File: config.mk
export PLATFORM = sky130hd
export DESIGN_NAME = spm_seq_ctrl
export DESIGN_NICKNAME = d
export VERILOG_FILES = /design/src/rtl/spm_pkg.sv /design/src/rtl/spm_seq_ctrl_deser.sv /design/src/rtl/spm_seq_ctrl.sv
export SDC_FILE = /design/constraint.sdc
export NUM_CORES = 1
export LEC_CHECK = 0
export ABC_AREA = 1
export CORE_UTILIZATION = 47
export DETAILED_ROUTE_END_ITERATION = 12
export GPL_TIMING_DRIVEN = 0
export PLACE_DENSITY = 0.8
export SYNTH_ARGS = -nofsm -noshare
export SYNTH_HDL_FRONTEND = slang
export SYNTH_HIERARCHICAL = 1
export SYNTH_SLANG_ARGS = --single-unit
File: constraint.sdc
create_clock -name i_clk -period 1.82 [get_ports i_clk]
set_input_delay 0.182 -clock i_clk [delete_from_list [all_inputs] [get_ports i_clk]]
set_output_delay 0.182 -clock i_clk [all_outputs]
set_load 0.01 [all_outputs]
File: src/rtl/spm_pkg.sv
// Shared types and helpers for the serial-parallel multiplier sequencer.
// The run length covers every product bit plus the spm output pipeline delay.
package spm_pkg;

  typedef enum logic [1:0] {
    IDLE  = 2'd0,
    CLEAR = 2'd1,
    RUN   = 2'd2,
    DONE  = 2'd3
  } spm_state_t;

  function automatic int spm_run_len(input int width, input int p_lat);
    return (2 * width) + p_lat;
  endfunction

endpackage

File: src/rtl/spm_seq_ctrl_deser.sv
// Serial-to-parallel product collector: product bits arrive LSB first and enter at the MSB.
// The finished word is committed to a separate register so it stays put while the next run shifts.
module spm_deser #(
  parameter int DW = 64
) (
  input  logic          i_clk,
  input  logic          i_rst_n,
  input  logic          i_shift_en,
  input  logic          i_bit,
  input  logic          i_commit,
  output logic [DW-1:0] o_word
);

  logic [DW-1:0] r_shift;
  logic [DW-1:0] r_word;
  logic [DW-1:0] w_shift_nxt;

  // The last shift and the commit share one edge, so the commit takes the post-shift value.
  always_comb begin
    w_shift_nxt = r_shift;
    if (i_shift_en) begin
      w_shift_nxt = {i_bit, r_shift[DW-1:1]};
    end else begin
      w_shift_nxt = r_shift;
    end
  end

  always_ff @(posedge i_clk or negedge i_rst_n) begin
    if (!i_rst_n) begin
      r_shift <= '0;
      r_word  <= '0;
    end else begin
      r_shift <= w_shift_nxt;
      if (i_commit) begin
        r_word <= w_shift_nxt;
      end
    end
  end

  assign o_word = r_word;

endmodule

File: src/rtl/spm_seq_ctrl.sv
// Sequencer for one spm instance: accepts an operand pair, streams the multiplier LSB first,
// collects the serial product and hands the 2*WIDTH-bit result back over valid/ready.
module spm_seq_ctrl
  import spm_pkg::*;
#(
  parameter int WIDTH  = 32,
  parameter int SIGNED = 1,
  parameter int P_LAT  = 1
) (
  input  logic                 i_clk,
  input  logic                 i_rst_n,
  input  logic                 i_in_valid,
  output logic                 o_in_ready,
  input  logic [WIDTH-1:0]     i_in_x,
  input  logic [WIDTH-1:0]     i_in_y,
  output logic [WIDTH-1:0]     o_spm_x,
  output logic                 o_spm_ys,
  output logic                 o_spm_clr,
  input  logic                 i_spm_p,
  output logic                 o_out_valid,
  input  logic                 i_out_ready,
  output logic [2*WIDTH-1:0]   o_out_prod
);

  localparam int             RUN_LEN = spm_run_len(WIDTH, P_LAT);
  localparam int             CW      = $clog2(RUN_LEN + 1);
  localparam logic [CW-1:0]  C_LAST  = CW'(RUN_LEN - 1);
  localparam logic [CW-1:0]  C_PLAT  = CW'(P_LAT);
  localparam logic [CW-1:0]  C_ONE   = CW'(1);

  spm_state_t        r_state;
  spm_state_t        w_state_nxt;
  logic [CW-1:0]     r_cnt;
  logic [WIDTH-1:0]  r_x;
  logic [WIDTH-1:0]  r_y;
  logic              r_ys;
  logic              r_clr;
  logic              r_in_ready;
  logic              r_out_valid;

  logic              w_accept;
  logic              w_run_last;
  logic              w_shift_en;
  logic              w_y_fill;
  logic [WIDTH-1:0]  w_y_shift;
  logic [2*WIDTH-1:0] w_prod;

  assign w_accept   = i_in_valid && r_in_ready && (r_state == IDLE);
  assign w_run_last = (r_state == RUN) && (r_cnt == C_LAST);
  // Bits before P_LAT are still the pipeline flush of spm, not product bits.
  assign w_shift_en = (r_state == RUN) && (r_cnt >= C_PLAT);
  assign w_y_fill   = (SIGNED != 0) ? r_y[WIDTH-1] : 1'b0;
  assign w_y_shift  = {w_y_fill, r_y[WIDTH-1:1]};

  // Next-state decode.
  always_comb begin
    w_state_nxt = r_state;
    case (r_state)
      IDLE: begin
        if (w_accept) begin
          w_state_nxt = CLEAR;
        end else begin
          w_state_nxt = IDLE;
        end
      end
      CLEAR: begin
        w_state_nxt = RUN;
      end
      RUN: begin
        if (w_run_last) begin
          w_state_nxt = DONE;
        end else begin
          w_state_nxt = RUN;
        end
      end
      DONE: begin
        if (i_out_ready) begin
          w_state_nxt = IDLE;
        end else begin
          w_state_nxt = DONE;
        end
      end
      default: begin
        w_state_nxt = IDLE;
      end
    endcase
  end

  // State register and handshake/clear outputs, registered from the next state.
  always_ff @(posedge i_clk or negedge i_rst_n) begin
    if (!i_rst_n) begin
      r_state     <= IDLE;
      r_in_ready  <= 1'b1;
      r_clr       <= 1'b1;
      r_out_valid <= 1'b0;
    end else begin
      r_state     <= w_state_nxt;
      r_in_ready  <= (w_state_nxt == IDLE);
      r_clr       <= (w_state_nxt != RUN);
      r_out_valid <= (w_state_nxt == DONE);
    end
  end

  // Operand capture, serial multiplier stream and run counter.
  // r_ys leads r_y by one shift so that during RUN step k it carries y[k] (or the fill bit).
  always_ff @(posedge i_clk or negedge i_rst_n) begin
    if (!i_rst_n) begin
      r_x   <= '0;
      r_y   <= '0;
      r_ys  <= 1'b0;
      r_cnt <= '0;
    end else begin
      case (r_state)
        IDLE: begin
          r_ys <= 1'b0;
          if (w_accept) begin
            r_x   <= i_in_x;
            r_y   <= i_in_y;
            r_cnt <= '0;
          end
        end
        CLEAR: begin
          r_ys  <= r_y[0];
          r_y   <= w_y_shift;
          r_cnt <= '0;
        end
        RUN: begin
          if (w_run_last) begin
            r_ys <= 1'b0;
          end else begin
            r_ys  <= r_y[0];
            r_y   <= w_y_shift;
            r_cnt <= r_cnt + C_ONE;
          end
        end
        DONE: begin
          r_ys <= 1'b0;
        end
        default: begin
          r_ys  <= 1'b0;
          r_cnt <= '0;
        end
      endcase
    end
  end

  spm_deser #(
    .DW (2 * WIDTH)
  ) u_deser (
    .i_clk      (i_clk),
    .i_rst_n    (i_rst_n),
    .i_shift_en (w_shift_en),
    .i_bit      (i_spm_p),
    .i_commit   (w_run_last),
    .o_word     (w_prod)
  );

  assign o_in_ready  = r_in_ready;
  assign o_spm_x     = r_x;
  assign o_spm_ys    = r_ys;
  assign o_spm_clr   = r_clr;
  assign o_out_valid = r_out_valid;
  assign o_out_prod  = w_prod;

endmodule

==> After elaboration in Yosys (flattened, before gate mapping) <==
Index checks and enable logic that the tools add are counted.
{ "classes": {"eq_ne": 8, "addsub": 1, "n_reduce_logical": 11, "order_cmp": 1, "muxes": 13, "bitwise_logic": 2} }
{ "op_table": {"columns": ["cell", "n"], "rows": [
  ["$pmux W32 S3", 1],
  ["$mux W64", 1],
  ["$mux W32", 1],
  ["$mux W31", 1],
  ["$pmux W7 S3", 1],
  ["$mux W7", 2],
  ["$pmux W2 S4", 1],
  ["$add A7 B1 Y7 const B", 1],
  ["$eq A7 B7 Y1 const B", 1],
  ["$ge A7 B1 Y1 const B", 1],
  ["$eq A2 B2 Y1 const B", 3],
  ["$ne A2 B2 Y1 const B", 3],
  ["$logic_and A1 B1 Y1", 4],
  ["$logic_not A2 Y1", 2],
  ["$reduce_and A4 Y1", 1],
  ["$mux W1", 3],
  ["$pmux W1 S3", 1],
  ["$reduce_and A3 Y1", 1],
  ["$reduce_bool A3 Y1", 1],
  ["$eq A2 B1 Y1 const B", 1],
  ["$mux W2", 1],
  ["$not A1 Y1", 2],
  ["$reduce_and A2 Y1", 1],
  ["$reduce_or A2 Y1", 1]
]} }
{ "word_totals": {"regBits": 205, "wordCells": 47} }

==> Logic depth before layout (Yosys ltp) <==
Gate-level depths: netlist of the first run.
{ "depth": {"depth_word": 5, "mapped_depth": 10} }

==> Cells and area by module <==
Netlist of the first run, hierarchy kept.
{ "by_module_without_submodules": {"columns": ["mod", "instances", "cells_each", "area_each_um2"], "rows": [
  ["spm_deser", 1, 605, 5337.6],
  ["spm_seq_ctrl", 1, 312, 3540.9]
]} }

==> Worst setup path after synthesis of the first run <==
No wires, ideal clock.
{ "synth_timing": {"path_type": "reg-to-reg", "from": "register r_state[0]", "to": "register u_deser.r_shift[10]", "setup_ns": 0.119, "t_required_ns": 1.701, "path_buffers": 3, "stages_incl_launch_ff": 10, "path_slack_ns": 0.053, "t_arrival_ns": 1.648, "path_cell_list": "dfrtp_1 inv_1 ha_1 buf_2 inv_1 a41oi_1 buf_6 buf_8 nand2_1 and2_1"} }
{ "synth_via": {"elab_chain_cells": 3} }
{ "synth_lines": {"columns": ["element", "line", "rtl"], "rows": [
  ["from (decl)", "spm_seq_ctrl.sv:31", "spm_state_t r_state;"],
  ["from (signal assigned)", "spm_seq_ctrl.sv:97", "r_state <= w_state_nxt;"],
  ["$eq A2 B2 Y1", "spm_seq_ctrl.sv:51", "assign w_shift_en = (r_state == RUN) && (r_cnt >= C_PLAT);"],
  ["$logic_and A1 B1 Y1", "spm_seq_ctrl.sv:51", null],
  ["via w_shift_en", "spm_seq_ctrl.sv:43", "logic w_shift_en;"],
  ["$mux W64", "spm_seq_ctrl_deser.sv:21", "if (i_shift_en) begin"],
  ["via u_deser.w_shift_nxt[10]", "spm_seq_ctrl_deser.sv:16", "logic [DW-1:0] w_shift_nxt;"],
  ["to (signal assigned)", "spm_seq_ctrl_deser.sv:33", "r_shift <= w_shift_nxt;"],
  ["to (decl)", "spm_seq_ctrl_deser.sv:14", "logic [DW-1:0] r_shift;"]
]} }
The timed path passes the listed nets, and every way through them passes these cells.
A chain may end at the register's enable or synchronous reset.

==> Final worst setup path of the first run <==
{ "layout_timing": {"from": "register r_clr, in the netlist o_spm_clr", "to": "output port o_spm_clr"} }
{ "layout_rtl": {"columns": ["element", "line", "rtl"], "rows": [
  ["from (decl)", "spm_seq_ctrl.sv:37", "logic r_clr;"],
  ["from (signal assigned)", "spm_seq_ctrl.sv:99", "r_clr <= (w_state_nxt != RUN);"],
  ["to (decl)", "spm_seq_ctrl.sv:18", "output logic o_spm_clr,"]
]} }
No word-level cell between the ends.

==> qor.yml, run 1 <==
status: "complete, no violations"
cp_max_fo: 1
clock_latency_ns: 0.50
rsz0062_at_grt: "true"
final.min_clock_period_ns: 1.75
numPortBuffers: 168
critPathKind: "reg -> out"
antenna_found_initial: 0
final_max_slew_viol_count: 0
grt_pass1_vias: 6706
cts_buffers: 23
globalplace.congestion: 0.800
maxCapViolCount: 0
setup_violations: 0
p_per_area_nw_per_um2: 1500
h-tree-depth: 1
avgSynthCellArea_um2: 9.68
cts_sinks: 205
antenna_cells: 0
worstPathCellList: "clkdlybuf4s50_1"
grt_max_degree: 120
clock_skew_ns: 0.00940
ir_drop_v: 0.00125
final_common_cell: "nand2_1"
synth_cell_types: 30
num-nets-final: 1205
fmax_ghz: 0.571
hold_viol: 0
ant_nets: 0
r2r_start: "r_state[0]$_DFF_PN0_"
crit_path_max_incr_delay_ns: 0.55
startpoint_type: "register"
ys_ff_latch: 205
drive_gt1_frac: 0.173
cp-startpoint: "o_spm_clr$_DFF_PN1_"
cts_tree: "built"
drc_errors: 0
cp-end-kind: "output pin"
met3_length_um: 1440
hold_ws_ns: 0.275
first_pass_iters: 4
synth_area_leaders: "dfrtp_1, nand2_1, and2_1, mux2_2, nand3_1"
mostFrequentLayoutCells: "nand2_1, dfrtp_1, clkdlybuf4s50_1"
gr-usage-all-layers: 0.207
hold_path.class: "in -> async"
clkTransAtPathRegs_ns: 0.06
rrSetupSlack_ns: 0.08
coreArea_um2: 18200
num_rows: 49
worstMarginPinSlew_ns: 0.658
synth_top_area_cell: "dfrtp_1"
wl_per_cell_um: 14.5
worstPathRequired_ns: 1.64
yosysSeqAreaShare: 0.578
cts_root_buf: "clkbuf_16"
viasPerCell: 4.91
grt-ovfl-total: 0
die_area_um2: 19400
yosys.area.top_type_share: 0.572
yosys_warnings: 6
rr_endpoint: "u_deser/r_shift[17]$_DFF_PN0_"
dpl-instance-area_um2: 10900
top_layer: "met4"
max_slew_margin: 0.561
wl_met1_um: 8830
drt-total-wl_um: 19900
die_x_um: 139
grt_pass1_wl_um: 32600
routed-wl-met2_um: 9120
initial_core_util: 0.488
timing.final.crit_share: 0.961
die_h_um: 139
power_w: 0.0182
p_leak_nw: 5.85
via_count: 6726
io_pins: 169
syn_nets: 994
cp_top_family: "buffers and inverters"
critPathSlowestCell: "clkdlybuf4s50_1"
drt_iter0_markers: 237
post-dp-hpwl_um: 13000
cts_buffer_depth: 3
area_growth_syn_to_layout_pct: 36.9
syn_area_um2: 8880
r2r_cells: 10
stdcell_area_um2: 12200
syn_inst: 917
cp_data_arrival_time_ns: 1.57
path_buf_inv: 1
==> metal layers <==
layer | GRT usage | vias up
met5 | 0 | -
met4 | 0.0573 | 0
met3 | 0.0661 | 33
met2 | 0.330 | 187
met1 | 0.271 | 3215
li1 | - | 3291
==> per-stage QoR <==
step / util / instances / TNS [ns] / worst slack (ns)
CTS: 0.643 / 1359 / -0.0233 / -0.00816
detailed placement: 0.597 / 1315 / -28.83 / -0.255
finish: 0.668 / 1371 / 0 / 0.0702
global route: 0.668 / 1371 / -0.100 / -0.0254
global placement: 0.596 / 1314 / -1666.63 / -8.06
floorplan: - / 917 / 0 / 0.0527
==> registers in the layout, summed over array words and instances (netlist names) <==
signal / count
o_spm_ys: 1
o_spm_x: 32
o_spm_clr: 1
r_cnt: 7
r_y: 32
r_state: 2
u_deser/o_word: 64
o_out_valid: 1
u_deser/r_shift: 64
o_in_ready: 1
==> repair_timing <==
item / in CTS / in global routing
pin swaps: 0 / 6
gates resized for setup: 13 / 80
endpoints found under the setup margin: 129 / 142
buffers inserted: 3 / 6
hold endpoints to repair: 86 / 0
hold buffers: 1 / 0
cloned: 1 / 7
==> power breakdown <==
part,internal (W),switching [W]
clock,0.00273,0.00180
combinational,0.00369,0.00356
sequential,0.00586,0.000581
==> worst reg2reg max path: stages, from the launching register on <==
cell       delay [ns]
dfrtp_1          0.39
inv_2            0.09
ha_4             0.13
buf_6            0.09
inv_2            0.06
a41oi_4          0.20
buf_12           0.16
buf_6            0.14
clkbuf_16        0.14
nand2_1          0.07
and2_1           0.16
==> final cells by class <==
cell class	count	area (um2)
plain buffers	43	425
clock buffers	33	683
clock inverters	6	58.8
fillers	1390	6050
inverters	83	317
multi-input cells	586	3250
flip-flops and latches	205	5130
well taps	229	287
repair buffers	186	2010
==> kinds of logic after synthesis <==
family,share of synthesized area
and+or+nand+nor,0.232
DFF,0.578
buffers and inverters,0.0716
muxes,0.0755
AOI/OAI and AO/OA,0.0313
adders and majority gates,0.0113
==> Yosys cell counts <==
cell type / instances
buf_4: 2
buf_6: 7
a31oi_1: 1
o21bai_1: 1
o21ai_0: 9
o21ai_2: 10
o21ai_1: 19
nor2_1: 13
o211ai_1: 1
a41oi_1: 1
a21oi_1: 4
buf_8: 6
ha_1: 8
mux2_2: 32
nor2_2: 2
or2_2: 1
nand3_2: 1
nand3_1: 71
nand2_1: 303
clkbuf_2: 1
mux2i_1: 31
and2_1: 64
nor3_1: 2
dfrtp_1: 203
nand2_2: 11
buf_2: 27
inv_2: 2
inv_1: 81
dfstp_2: 2
nand4_2: 1
==> worst max path at each step <==
| stage | endpoint | slack [ns] | cells after the start |
|---|---|---|---|
| 2_1_floorplan | u_deser/r_shift[10]$_DFF_PN0_ | 0.05 | 9 |
| 3_3_place_gp | u_deser/o_word[36]$_DFFE_PN0P_ | -8.06 | 1 |
| 3_5_place_dp | u_deser/r_shift[33]$_DFF_PN0_ | -0.26 | 9 |
| 4_1_cts | u_deser/o_word[22]$_DFFE_PN0P_ | -0.008 | 10 |
| 5_1_grt | u_deser/r_shift[3]$_DFF_PN0_ | -0.03 | 10 |
| 6_report | o_spm_clr | 0.07 | 1 |
Note: power is estimated with default switching activity, not from simulation.
==> inputs of run 2 (changes only) <==
--- a/config.mk
+++ b/config.mk
@@ -9,7 +9,8 @@
 export CORE_UTILIZATION = 47
 export DETAILED_ROUTE_END_ITERATION = 12
 export GPL_TIMING_DRIVEN = 0
-export PLACE_DENSITY = 0.8
+export PLACE_DENSITY_LB_ADDON = 0.25
+export SLEW_MARGIN = 20
 export SYNTH_ARGS = -nofsm -noshare
 export SYNTH_HDL_FRONTEND = slang
 export SYNTH_HIERARCHICAL = 1
==> constraint.sdc (replaced) <==
create_clock -name i_clk -period 1.6 [get_ports i_clk]
set_input_delay 0.16 -clock i_clk [delete_from_list [all_inputs] [get_ports i_clk]]
set_output_delay 0.16 -clock i_clk [all_outputs]
set_load 0.01 [all_outputs]
==> run 2 against run 1 <==
  * The flow now finishes with violations (negative setup slack)
  * Critical path depth grew 11
  * Via count rose by 6.8%
  * Sequential share of layout area shrank 5.8 points
  * Global-route usage increased by 1.7 points
  * Non-clock buffer count grew 41
  * Register-to-register slack lost 0.28 ns
  * Sequential cell count unchanged
  * Core utilization up 11 points
  * Combinational power grew 61%
  * First-iteration DRC count increased by 24%
  * Critical path type is now reg -> reg
  * Critical endpoint is now u_deser/o_word[38]$_DFFE_PN0P_
  * Largest cell class unchanged
==> qor.yml, run 2 (same netlist as run 1, synthesis figures left out) <==
h-tree-depth: 1  # unchanged
numPortBuffers: 168  # unchanged
max_slew_margin: 0.664  # +0.103
die_area_um2: 19400  # unchanged
viasPerCell: 5.08  # +3.6%
cp-end-kind: "register"
place_ws_ns: -0.318  # -0.0625 ns
die_x_um: 139  # unchanged
register_area_um2: 5130  # unchanged
area_growth_syn_to_layout_pct: 58.8
post-dp-hpwl_um: 12500  # -3.9%
coreArea_um2: 18200  # unchanged
clock_skew_ns: 0.0101  # +0.000720 ns
cts_tree: "built"
fmax_ghz: 0.554
clock_latency_ns: 0.50  # about the same
cts_buffer_depth: 3  # unchanged
tns_ns: -19.53  # -19.53 ns
drive_gt1_frac: 0.365  # +0.192
ir_drop_v: 0.00147  # +18%
grt_pass1_wl_um: 35600  # +9.1%
setup_violations: 165  # +165
io_pins: 169  # unchanged
rsz0062_at_grt: "true"
worstPathRequired_ns: 1.99  # +0.35 ns
ant_nets: 0  # unchanged
hold_path.class: "in -> async"
antenna_cells: 0  # unchanged
drt-total-wl_um: 23100  # +16%
grt-ovfl-total: 0  # unchanged
clkTransAtPathRegs_ns: 0.07  # about the same
wl_per_cell_um: 16.3  # +13%
post-route-util: 0.774  # +0.107
status: "finished, violations left"
via_count: 7185  # +6.8%
violations: "negative setup slack"
globalplace.congestion: 0.746  # -6.8%
power_w: 0.0242  # +33%
timing.final.crit_share: 1.13
multi_input_area_um2: 4230  # +30%
gr-usage-all-layers: 0.224  # +0.0173
cp_max_fo: 16  # +15
fin_ws_ns: -0.204  # -0.274 ns
worstMarginPinSlew_ns: 0.504  # -0.154 ns
grt_max_degree: 95  # -21%
cts_sinks: 205  # unchanged
dpl-instance-area_um2: 11000  # +0.66%
initial_core_util: 0.488  # unchanged
drt_iter0_markers: 294  # +24%
antenna_found_initial: 0  # unchanged
critPathKind: "reg -> reg"
num_rows: 49  # unchanged
final_common_cell: "dfrtp_1"
fill_cells: 1166  # -16%
first_pass_iters: 4  # unchanged
cts_buffers: 23  # unchanged
drc_errors: 0  # unchanged
cts_root_buf: "clkbuf_16"
num-nets-final: 1247  # +3.5%
stdcell_area_um2: 14100  # +16%
hold_viol: 0  # unchanged
maxCapViolCount: 0  # unchanged
final.min_clock_period_ns: 1.80
p_per_area_nw_per_um2: 1710  # +14%
final_max_slew_viol_count: 0  # unchanged
die_h_um: 139  # unchanged
startpoint_type: "register"
grt_pass1_vias: 7360  # +9.8%
p_leak_nw: 7.68  # +31%
cp_data_arrival_time_ns: 2.19  # +0.62 ns
mostFrequentLayoutCells: "dfrtp_1, nand2_1, clkdlybuf4s50_1"
-- run 2: cell types whose count changed in the layout (fill, tap and decap cells not counted), sizes merged --
cell | previous run | this run
clkinv | 5 | 4
inv | 83 | 84
buf | 50 | 86
dlygate4sd2 | 0 | 12
dlymetal6s2s | 1 | 35
clkdlybuf4s50 | 166 | 120
clkbuf | 44 | 52
bufinv | 1 | 0
-- run 2: worst max-delay path, cell delays in order (launching register included) --
cell	delay, ns
dfrtp_2	0.43
inv_2	0.10
buf_6	0.11
ha_4	0.12
nand2_2	0.04
inv_2	0.09
nand3_4	0.08
nor2_4	0.20
buf_12	0.16
inv_16	0.07
buf_8	0.13
nand2_1	0.09
nand2_1	0.08
-- run 2: final timing paths --
check / startpoint / to / slack (ns) / cells after the start
max in group asynchronous: i_rst_n / u_deser/r_shift[7]$_DFF_PN0_ / 0.39 / 4
setup reg to reg: r_cnt[1]$_DFFE_PN0P_ / u_deser/o_word[38]$_DFFE_PN0P_ / -0.20 / 12
min in group i_clk: i_in_x[5] / o_spm_x[5]$_DFFE_PN0N_ / 0.26 / 2
hold reg to reg: u_deser/o_word[29]$_DFFE_PN0P_ / u_deser/o_word[29]$_DFFE_PN0P_ / 0.47 / 2
hold / removal: i_rst_n / u_deser/o_word[47]$_DFFE_PN0P_ / 0.13 / 2
setup / recovery: r_cnt[1]$_DFFE_PN0P_ / u_deser/o_word[38]$_DFFE_PN0P_ / -0.20 / 12
-- run 2: cell type report --
cell class                 instances  share of cell area
buffer                            40              0.0412
sequential                       205               0.364
multi-input combinational        586               0.300
clock inverter                     4             0.00213
timing repair inverter             1             0.00115
timing repair buffer             230               0.198
clock buffer                      36              0.0485
tap                              229              0.0203
inverter                          83              0.0245
-- run 2: report_power, final --
part,switching (W),internal (W)
clock network,0.00208,0.00294
logic,0.00555,0.00619
registers,0.000739,0.00667
total,0.00837,0.0158
-- run 2: stage by stage --
step | std cells | hold WS (ns)
final | 1414 | 0.130
after global routing | 1414 | 0.154
after CTS | 1399 | 0.118
after detailed placement | 1316 | 0.0513
after global placement | 1314 | 0.462
after floorplan | 917 | -0.136
-- run 2: per-layer routing --
metal | GRT usage | up-vias | wire length, um
li1 | - | 3395 | -
met1 | 0.290 | 3546 | 9620
met2 | 0.374 | 209 | 11600
met3 | 0.0571 | 35 | 1400
met4 | 0.0614 | 0 | 423
met5 | 0 | - | 0
-- run 2: timing repair --
| item | in CTS | in global routing |
|---|---|---|
| cloned | 14 | 15 |
| gates resized for setup | 237 | 252 |
| hold endpoints to repair | 129 | 0 |
| pin swaps | 106 | 45 |
| setup endpoints to repair | 207 | 230 |
| hold buffers | 1 | 0 |
| setup buffers | 29 | 8 |
